File: src/rtl/seven_seg_pkg.sv
// Shared seven-segment definitions: segment codes, capture FSM states, decode payload.
package seven_seg_pkg;

  localparam int unsigned N_DIGITS = 8;
  localparam int unsigned NIB_W    = 4;
  localparam int unsigned SEG_W    = 7;

  // Active-high gfedcba patterns, common to the display driver and this monitor
  localparam logic [SEG_W-1:0] SEG_0     = 7'h3F;
  localparam logic [SEG_W-1:0] SEG_1     = 7'h06;
  localparam logic [SEG_W-1:0] SEG_2     = 7'h5B;
  localparam logic [SEG_W-1:0] SEG_3     = 7'h4F;
  localparam logic [SEG_W-1:0] SEG_4     = 7'h66;
  localparam logic [SEG_W-1:0] SEG_5     = 7'h6D;
  localparam logic [SEG_W-1:0] SEG_6     = 7'h7D;
  localparam logic [SEG_W-1:0] SEG_7     = 7'h07;
  localparam logic [SEG_W-1:0] SEG_8     = 7'h7F;
  localparam logic [SEG_W-1:0] SEG_9     = 7'h6F;
  localparam logic [SEG_W-1:0] SEG_A     = 7'h77;
  localparam logic [SEG_W-1:0] SEG_B     = 7'h7C;
  localparam logic [SEG_W-1:0] SEG_C     = 7'h39;
  localparam logic [SEG_W-1:0] SEG_D     = 7'h5E;
  localparam logic [SEG_W-1:0] SEG_E     = 7'h79;
  localparam logic [SEG_W-1:0] SEG_F     = 7'h71;
  localparam logic [SEG_W-1:0] SEG_BLANK = 7'h00;

  typedef enum logic [1:0] {IDLE, SETTLE, CAPTURED} st_t;

  typedef struct packed {
    logic [NIB_W-1:0] nibble;
    logic             blank;
    logic             invalid;
  } seg_dec_t;

endpackage

File: src/rtl/seven_seg_decode.sv
// Combinational reverse of the segment table: active-high pattern -> nibble/blank/invalid.
module seven_seg_decode
  import seven_seg_pkg::*;
(
  input  logic [SEG_W-1:0] seg,
  output seg_dec_t         dec
);

  always_comb begin
    dec = '{nibble: '0, blank: 1'b0, invalid: 1'b0};
    case (seg)
      SEG_0:     dec.nibble = 4'h0;
      SEG_1:     dec.nibble = 4'h1;
      SEG_2:     dec.nibble = 4'h2;
      SEG_3:     dec.nibble = 4'h3;
      SEG_4:     dec.nibble = 4'h4;
      SEG_5:     dec.nibble = 4'h5;
      SEG_6:     dec.nibble = 4'h6;
      SEG_7:     dec.nibble = 4'h7;
      SEG_8:     dec.nibble = 4'h8;
      SEG_9:     dec.nibble = 4'h9;
      SEG_A:     dec.nibble = 4'hA;
      SEG_B:     dec.nibble = 4'hB;
      SEG_C:     dec.nibble = 4'hC;
      SEG_D:     dec.nibble = 4'hD;
      SEG_E:     dec.nibble = 4'hE;
      SEG_F:     dec.nibble = 4'hF;
      SEG_BLANK: dec.blank  = 1'b1;
      default:   dec.invalid = 1'b1;
    endcase
  end

endmodule

File: src/rtl/seven_seg_capture.sv
// Multiplexed seven-segment bus monitor: reassembles the 8-digit displayed value.
// Optional SEVEN_SEG_CAPTURE_ERR_EN: flag invalid patterns / multi-low anodes on Error.
module seven_seg_capture
  import seven_seg_pkg::*;
#(
  parameter int unsigned SETTLE_CYCLES  = 3,
  parameter int unsigned TIMEOUT_CYCLES = 1024
) (
  input  logic                      CLK,
  input  logic                      Reset,
  input  logic [N_DIGITS-1:0]       SevenSegAn,
  input  logic [SEG_W-1:0]          SevenSegCat,
  output logic [N_DIGITS*NIB_W-1:0] Value,
  output logic [N_DIGITS-1:0]       BlankMask,
  output logic                      FrameValid,
  output logic                      Stale,
  output logic                      Error
);

  localparam int unsigned CNT_W  = 8;
  localparam int unsigned IDLE_W = $clog2(TIMEOUT_CYCLES + 1);
  localparam logic [CNT_W-1:0]  SETTLE_MAX = CNT_W'(SETTLE_CYCLES);
  localparam logic [CNT_W-1:0]  CAP_AT     = CNT_W'(SETTLE_CYCLES - 1);
  localparam logic [IDLE_W-1:0] TMO_MAX    = IDLE_W'(TIMEOUT_CYCLES);
  localparam logic [IDLE_W-1:0] TMO_LAST   = IDLE_W'(TIMEOUT_CYCLES - 1);

  logic [N_DIGITS-1:0]       an_q, an_prev, an_act;
  logic [SEG_W-1:0]          cat_q, seg_act;
  logic [CNT_W-1:0]          settle_cnt, cnt_cur, cnt_next;
  logic [IDLE_W-1:0]         idle_cnt;
  logic [N_DIGITS*NIB_W-1:0] work, work_n;
  logic [N_DIGITS-1:0]       wblank, wblank_n, seen, seen_n;
  logic                      an_chg, an_one, an_multi, settled, dwell_open;
  logic                      cap, cap_ok, frame_done, tmo;
  st_t                       st, st_n;
  seg_dec_t                  dec;

  assign seg_act = ~cat_q;

  seven_seg_decode u_decode (
    .seg (seg_act),
    .dec (dec)
  );

  // Dwell tracking: counter view is cleared in the same cycle the anode changes
  always_comb begin
    an_act     = ~an_q;
    an_chg     = (an_q != an_prev);
    an_one     = $onehot(an_act);
    an_multi   = (an_act != '0) && !an_one;
    cnt_cur    = an_chg ? '0 : settle_cnt;
    cnt_next   = (cnt_cur < SETTLE_MAX) ? CNT_W'(cnt_cur + CNT_W'(1)) : cnt_cur;
    settled    = (cnt_cur == CAP_AT);
    dwell_open = an_chg || (st != CAPTURED);
    cap        = settled && an_one && dwell_open;
    tmo        = !cap && (idle_cnt == TMO_LAST);
  end

`ifdef SEVEN_SEG_CAPTURE_ERR_EN
  assign cap_ok = cap && !dec.invalid;

  always_ff @(posedge CLK or posedge Reset) begin
    if (Reset) begin
      Error <= 1'b0;
    end else if ((cap && dec.invalid) || (settled && an_multi)) begin
      Error <= 1'b1;
    end
  end
`else
  logic unused_err;
  assign cap_ok     = cap;
  assign Error      = 1'b0;
  assign unused_err = ^{dec.invalid, an_multi};
`endif

  // Working frame with bypass so the final digit lands in the committed value
  always_comb begin
    work_n   = work;
    wblank_n = wblank;
    seen_n   = seen;
    for (int unsigned i = 0; i < N_DIGITS; i++) begin
      if (cap_ok && an_act[i]) begin
        work_n[NIB_W*i +: NIB_W] = dec.nibble;
        wblank_n[i]              = dec.blank;
        seen_n[i]                = 1'b1;
      end
    end
    frame_done = (seen_n == '1);
  end

  always_comb begin
    st_n = st;
    case (st)
      IDLE: begin
        if (cap)         st_n = CAPTURED;
        else if (an_one) st_n = SETTLE;
      end
      SETTLE: begin
        if (cap)          st_n = CAPTURED;
        else if (!an_one) st_n = IDLE;
      end
      CAPTURED: begin
        if (an_chg) begin
          if (cap)         st_n = CAPTURED;
          else if (an_one) st_n = SETTLE;
          else             st_n = IDLE;
        end
      end
      default: st_n = IDLE;
    endcase
  end

  always_ff @(posedge CLK or posedge Reset) begin
    if (Reset) st <= IDLE;
    else       st <= st_n;
  end

  always_ff @(posedge CLK or posedge Reset) begin
    if (Reset) begin
      an_q       <= '1;
      an_prev    <= '1;
      cat_q      <= '1;
      settle_cnt <= '0;
      idle_cnt   <= '0;
      work       <= '0;
      wblank     <= '0;
      seen       <= '0;
      Value      <= '0;
      BlankMask  <= '0;
      FrameValid <= 1'b0;
      Stale      <= 1'b0;
    end else begin
      an_q       <= SevenSegAn;
      cat_q      <= SevenSegCat;
      an_prev    <= an_q;
      settle_cnt <= cnt_next;
      work       <= work_n;
      wblank     <= wblank_n;
      FrameValid <= frame_done;
      if (cap)                  idle_cnt <= '0;
      else if (idle_cnt != TMO_MAX) idle_cnt <= IDLE_W'(idle_cnt + IDLE_W'(1));
      if (frame_done) begin
        Value     <= work_n;
        BlankMask <= wblank_n;
        seen      <= '0;
        Stale     <= 1'b0;
      end else if (tmo) begin
        seen  <= '0;
        Stale <= 1'b1;
      end else begin
        seen <= seen_n;
      end
    end
  end

endmodule

File: config.mk
export PLATFORM = sky130hd
export DESIGN_NAME = seven_seg_capture
export DESIGN_NICKNAME = d
export VERILOG_FILES = /design/src/rtl/seven_seg_pkg.sv /design/src/rtl/seven_seg_decode.sv /design/src/rtl/seven_seg_capture.sv
export SDC_FILE = /design/constraint.sdc
export NUM_CORES = 1
export LEC_CHECK = 0
export CORE_ASPECT_RATIO = 1.4
export CORE_UTILIZATION = 45
export DETAILED_ROUTE_END_ITERATION = 8
export GPL_TIMING_DRIVEN = 0
export HOLD_SLACK_MARGIN = 0.06
export PLACE_DENSITY_LB_ADDON = 0.1
export SKIP_CTS_REPAIR_TIMING = 1
export SLEW_MARGIN = 0
export SYNTH_ARGS = -nofsm -noshare
export SYNTH_HDL_FRONTEND = slang
export SYNTH_SLANG_ARGS = --single-unit
export TNS_END_PERCENT = 10
File: constraint.sdc
create_clock -name CLK -period 5.5 [get_ports CLK]
set_clock_uncertainty 0.1 [all_clocks]
set_input_delay 1.1 -clock CLK [delete_from_list [all_inputs] [get_ports CLK]]
set_output_delay 1.1 -clock CLK [all_outputs]
set_load 0.01 [all_outputs]
==> results of run 1 <==
==> layer usage <==
metal / up-vias / GRT usage / wire (um)
li1: 1615 / - / -
met1: 1676 / 0.217 / 4490
met2: 81 / 0.295 / 5420
met3: 21 / 0.0605 / 501
met4: 0 / 0.0680 / 163
met5: - / 0 / 0
==> power by group through the flow <==
stage	clock [uW]	sequential, uW	combinational [uW]
after global placement	0	1050	102
after global routing	1300	1040	128
final	1240	1030	112
after floorplan	0	1040	75.4
after CTS	1260	1030	114
after detailed placement	0	1050	113
==> flip-flops by register name, indices dropped and copies added, names as in the netlist, 2 cells and up <==
| name | flops |
|---|---|
| wblank | 8 |
| an_q | 8 |
| BlankMask | 8 |
| Value | 32 |
| seen | 8 |
| settle_cnt | 8 |
| an_prev | 8 |
| idle_cnt | 11 |
| cat_q | 7 |
| st | 2 |
| work | 32 |
==> Yosys cell counts, types with 2 or more instances <==
library cell,count
clkbuf_1,9
xnor2_1,12
fa_1,4
xor2_1,6
o41ai_1,3
nand3_1,9
ha_1,7
buf_6,4
nor2_1,37
nor3_4,2
nand4_1,6
a31oi_1,2
mux2_2,67
a21oi_1,7
dfrtp_1,111
o21ai_0,5
dfstp_2,23
nand3b_1,2
nor4_1,2
inv_1,22
o31ai_1,3
mux2_1,14
nor3_1,12
nand2_1,13
nor3_2,4
nand2b_1,3
and2_1,8
==> cell families (layout without fill, tap and decap cells) <==
family                   after synthesis  after routing  synth area share
other                                  1              1          0.000673
adder cells (fa/ha/maj)               11             11            0.0301
buffers and inverters                 37            141            0.0312
AND/OR/NAND/NOR                      106            106             0.104
AO/OA/AOI/OAI                         28             28            0.0353
XOR/XNOR                              18             18            0.0283
multiplexers                          81             81             0.164
flip-flops                           134            134             0.607
==> area by class of cell <==
| class | count | area [um^2] |
|---|---|---|
| Tap cell | 147 | 184 |
| Clock buffer | 17 | 425 |
| Clock inverter | 15 | 228 |
| Buffer | 15 | 91.3 |
| Fill cell | 953 | 4770 |
| Timing Repair Buffer | 72 | 706 |
| Sequential cell | 134 | 3380 |
| Multi-Input combinational cell | 245 | 2060 |
| Inverter | 22 | 87.6 |
==> path summary, 6_finish.rpt <==
check                             start     endpoint  slack (ns)  cells after the start
worst max-delay path            an_q[3]    Value[19]        0.25                     17
worst min-delay path            an_q[5]   an_prev[5]        0.32                      0
worst max register to register  an_q[3]    Value[19]        0.25                     17
worst min register to register  an_q[5]   an_prev[5]        0.32                      0
max in group asynchronous         Reset   an_prev[5]        3.56                      3
min in group asynchronous         Reset  idle_cnt[4]        0.94                      2
==> metrics by stage <==
step / hold WS (ns) / std cells
finish: 0.315 / 667
global route: 0.321 / 667
CTS: 0.312 / 656
detailed placement: 0.300 / 624
global placement: 0.300 / 621
floorplan: 0.279 / 416
==> worst register-to-register path, cell delays in order, from the launching register on <==
cell     delay [ns]
dfstp_2        0.61
fa_1           0.43
inv_1          0.08
fa_1           0.42
fa_1           0.49
ha_1           0.15
inv_1          0.05
fa_1           0.50
nand2_1        0.05
o41ai_1        0.48
nand2_2        0.09
buf_4          0.21
nor3_4         0.28
o22ai_1        0.17
nor4_4         0.29
buf_4          0.20
buf_6          0.17
mux2_2         0.34
==> reports/summary.txt, run 1 <==
P_sw -> 514 uW
EDFF count, synth -> 0
Antenna Violating Nets Remaining -> 0
Sequential area share after synthesis -> 0.607
Area growth syn-to-layout -> 28.7%
Final HPWL DP -> 7110 um
H-tree depth -> 4
Cells after Synth -> 416
First-pass GRT wire length -> 17100 um
Yosys top cell by area -> dfrtp_1
Yosys warnings -> 0
GRT overflow -> 0
Synth top area share -> 0.499
Clock transition at the registers of the reported paths -> 0.06 ns
Logic pwr share -> 0.047
Design Power -> 2380 uW
Die area -> 12800 um^2
Critical Path AT -> 5.44 ns
TritonCTS clock tree -> built
Leading cell type in the layout, fill and taps excluded -> dfrtp_1
Placed inst area -> 6400 um^2
Seq pwr share -> 0.434
Top delay family on crit path -> adder cells
Leak pwr -> 0.00334 uW
Crit-path cells -> fa_1, inv_1, fa_1, fa_1, ha_1, inv_1, fa_1, nand2_1, o41ai_1, nand2_2, buf_4, nor3_4, o22ai_1, nor4_4, buf_4, buf_6, mux2_2
Port Buffers -> 58
# diodes -> 0
PD cells -> 332 nW/um^2
Main synth FF type -> dfrtp_1
Root buf cell -> clkbuf_16
Synth Area per Inst -> 13.4 um^2
Later-pin clock latency in the skew report -> 0.41 ns
Core area -> 11900 um^2
Yosys cell types -> 46
Most Frequent Cell on Critical Path -> fa_1
Final Instance Area -> 7170 um^2
Std cell rows -> 47
Die X-Extent -> 96.0 um
Max-Cap Viols -> 0
Fin crit share -> 0.954
Crit Path Max Fanout -> 10
Final core utilization -> 0.600
Relative slew slack -> 0.358
Peak VDD IR -> 0.000214 V
Clock share of power -> 0.519
Worst path slowest cell -> dfstp_2
Final wirelength -> 10600 um
Synthesized net count -> 444
Post-Synthesis Cell Area -> 5570 um^2
Initial Utilization -> 0.467
Crit path buf inv count -> 5
Status -> finished, final reports clean
Final setup viols -> 0
Gpl congestion -> 0.753
Critical path class -> reg2reg
Sw Share -> 0.216
GRT Overall Usage -> 0.180
Largest net degree at the start of global routing -> 106
Fraction of layout cells with a size suffix above 1 -> 0.306
WL per Instance -> 15.9 um
Req. time, crit path -> 5.69 ns
Setup WS pre-CTS -> -0.132 ns
Slew Limit Fails -> 0
DR iter-0 viols -> 113
Final nets -> 535
Post-synthesis register bit count -> 134
Most frequent cells in the layout -> 111 x dfrtp_1, 67 x mux2_2, 58 x clkdlybuf4s50_1, 34 x nor2_1, 23 x dfstp_2
Vias -> 3393
Startpoint Class -> flip-flop
Unrepaired setup endpoints after global routing -> no
Crit-path max cell delay -> 0.61 ns
Final Hold Fails -> 0
TritonCTS Sinks -> 134
Max frequency -> 191 MHz
Synth area leaders -> dfrtp_1 50%, mux2_2 14%, dfstp_2 11%, mux2_1 2.8%, nor2_1 2.5%
Io pins -> 60
Vias in the first global route -> 3487
Max Root-Sink Buffers -> 2
Post-route DRC -> 0
Hold Crit Class -> reg2reg
Height of the die -> 134 um
Ys async rst share -> 1.00
CP endpoint kind -> flip-flop
Total internal power -> 1870 uW
CTS Buf Count -> 17
Tightest Pin Transition -> 0.955 ns
Setup TNS -> 0 ns
Final worst slack -> 0.253 ns
Vias/cell -> 5.09
Initial antenna violation count -> 0
Drt first pass iters -> 4
Min cycle time layout -> 5.25 ns
(Power assumes the default switching activity.)
==> inputs of run 2 (changes only) <==
clock period = 5.65 ns   (was 5.5 ns; I/O delays follow)
==> reports/summary.txt, run 2 (synthesized netlist as in run 1, its figures left out) <==
Area of the multi-input gates -> 2060 um^2
DR iter-0 viols -> 117
Initial Utilization -> 0.467
Status -> finished, final reports clean
Crit Path Max Fanout -> 10
GRT overflow -> 0
Fill cells -> 961
Final setup viols -> 0
Height of the die -> 134 um
Gpl congestion -> 0.753
Setup WS pre-CTS -> 0.0177 ns
WL per Instance -> 15.9 um
P_sw -> 501 uW
Die X-Extent -> 96.0 um
Std cell rows -> 47
Sw Share -> 0.216
Initial antenna violation count -> 0
Hold Crit Class -> reg2reg
Startpoint Class -> flip-flop
Most frequent cells in the layout -> 111 x dfrtp_1, 67 x mux2_2, 58 x clkdlybuf4s50_1, 37 x nor2_1, 23 x dfstp_2
Vias -> 3377
Fin crit share -> 0.952
Vias/cell -> 5.10
Io pins -> 60
Final nets -> 530
Tightest Pin Transition -> 0.983 ns
Port Buffers -> 58
Max-Cap Viols -> 0
Later-pin clock latency in the skew report -> 0.41 ns
Root buf cell -> clkbuf_16
Fraction of layout cells with a size suffix above 1 -> 0.293
Max Root-Sink Buffers -> 2
Final HPWL DP -> 7110 um
CTS Buf Count -> 17
First-pass GRT wire length -> 17100 um
H-tree depth -> 4
Peak VDD IR -> 0.000208 V
Flop-to-flop setup slack -> 0.27 ns
Drt first pass iters -> 4
Req. time, crit path -> 5.84 ns
Relative slew slack -> 0.339
Core area -> 11900 um^2
Die area -> 12800 um^2
PD cells -> 325 nW/um^2
Slew Limit Fails -> 0
# diodes -> 0
Leak pwr -> 0.00332 uW
Final wirelength -> 10500 um
Largest net degree at the start of global routing -> 106
Leading cell type in the layout, fill and taps excluded -> dfrtp_1
Clock transition at the registers of the reported paths -> 0.06 ns
TritonCTS clock tree -> built
Final worst slack -> 0.269 ns
Area growth syn-to-layout -> 27.9%
R2r worst-path depth -> 14
CP endpoint kind -> flip-flop
Min cycle time layout -> 5.38 ns
Register area -> 3380 um^2
Critical Path AT -> 5.57 ns
Critical path class -> reg2reg
Post-route DRC -> 0
Clock share of power -> 0.519
Final Hold Fails -> 0
Biggest registers after layout -> Value (32), work (32), idle_cnt (11)
Placed inst area -> 6400 um^2
Antenna Violating Nets Remaining -> 0
Vias in the first global route -> 3487
Max frequency -> 186 MHz
TritonCTS Sinks -> 134
Seq pwr share -> 0.434
Total internal power -> 1820 uW
Final non-filler cell total -> 662
Logic pwr share -> 0.047
Hold path depth -> 0
Final Instance Area -> 7120 um^2
Placed cells -> 624
GRT Overall Usage -> 0.180
## run 2: critical path, cell delays in order (launching register included)
cell     delay (ns)
dfstp_2        0.61
fa_1           0.43
inv_1          0.08
fa_1           0.42
fa_1           0.49
ha_1           0.15
inv_1          0.05
fa_1           0.50
nand2_1        0.05
o41ai_1        0.49
nand2_2        0.32
or2_2          0.41
nor2_1         0.45
mux2_2         0.41
mux2_1         0.29
## run 2: metal layers
layer  vias to the layer above  global-route usage  routed length, um  share of wire
li1                       1605                   -                  -              -
met1                      1687               0.217               4480           0.42
met2                        71               0.295               5460           0.52
met3                        14              0.0605                461          0.044
met4                         0              0.0680                144          0.014
met5                         -                   0                  0              0
## run 2: layout make-up
type / count / share of cell area
tap: 147 / 0.0258
clock inverter: 15 / 0.0320
timing repair buffer: 67 / 0.0938
multi-input combinational: 245 / 0.289
clock buffer: 17 / 0.0597
buffer: 15 / 0.0128
sequential: 134 / 0.475
inverter: 22 / 0.0123
## run 2: per-stage QoR
stage	util	setup TNS, ns	hold WS [ns]	power, uW
floorplan	-	0	0.279	1090
global placement	0.531	-90.14	0.300	1120
detailed placement	0.536	0	0.300	1130
CTS	0.591	-0.491	0.312	2350
global route	0.597	-0.00113	0.318	2400
finish	0.597	0	0.312	2320
## run 2: worst paths after layout
check,from,end
setup / recovery,an_q[3],Value[31]
hold / removal,an_q[6],an_prev[6]
setup reg to reg,an_q[3],Value[31]
hold reg to reg,an_q[6],an_prev[6]
max in group asynchronous,Reset,an_prev[5]
min in group asynchronous,Reset,idle_cnt[4]
## run 2: power by group through the flow
stage / combinational (uW) / sequential (uW) / clock, uW
4_1_cts: 111 / 1010 / 1230
3_3_place_gp: 99.3 / 1020 / 0
3_5_place_dp: 110 / 1020 / 0
6_report: 108 / 1010 / 1200
5_1_grt: 125 / 1010 / 1270
2_1_floorplan: 73.4 / 1020 / 0
==> inputs of run 3 (changes only) <==
CAP_MARGIN = 0   (was unset)
==> results of run 3 <==
Final layout, timing and power as in run 2 (identical DEF).
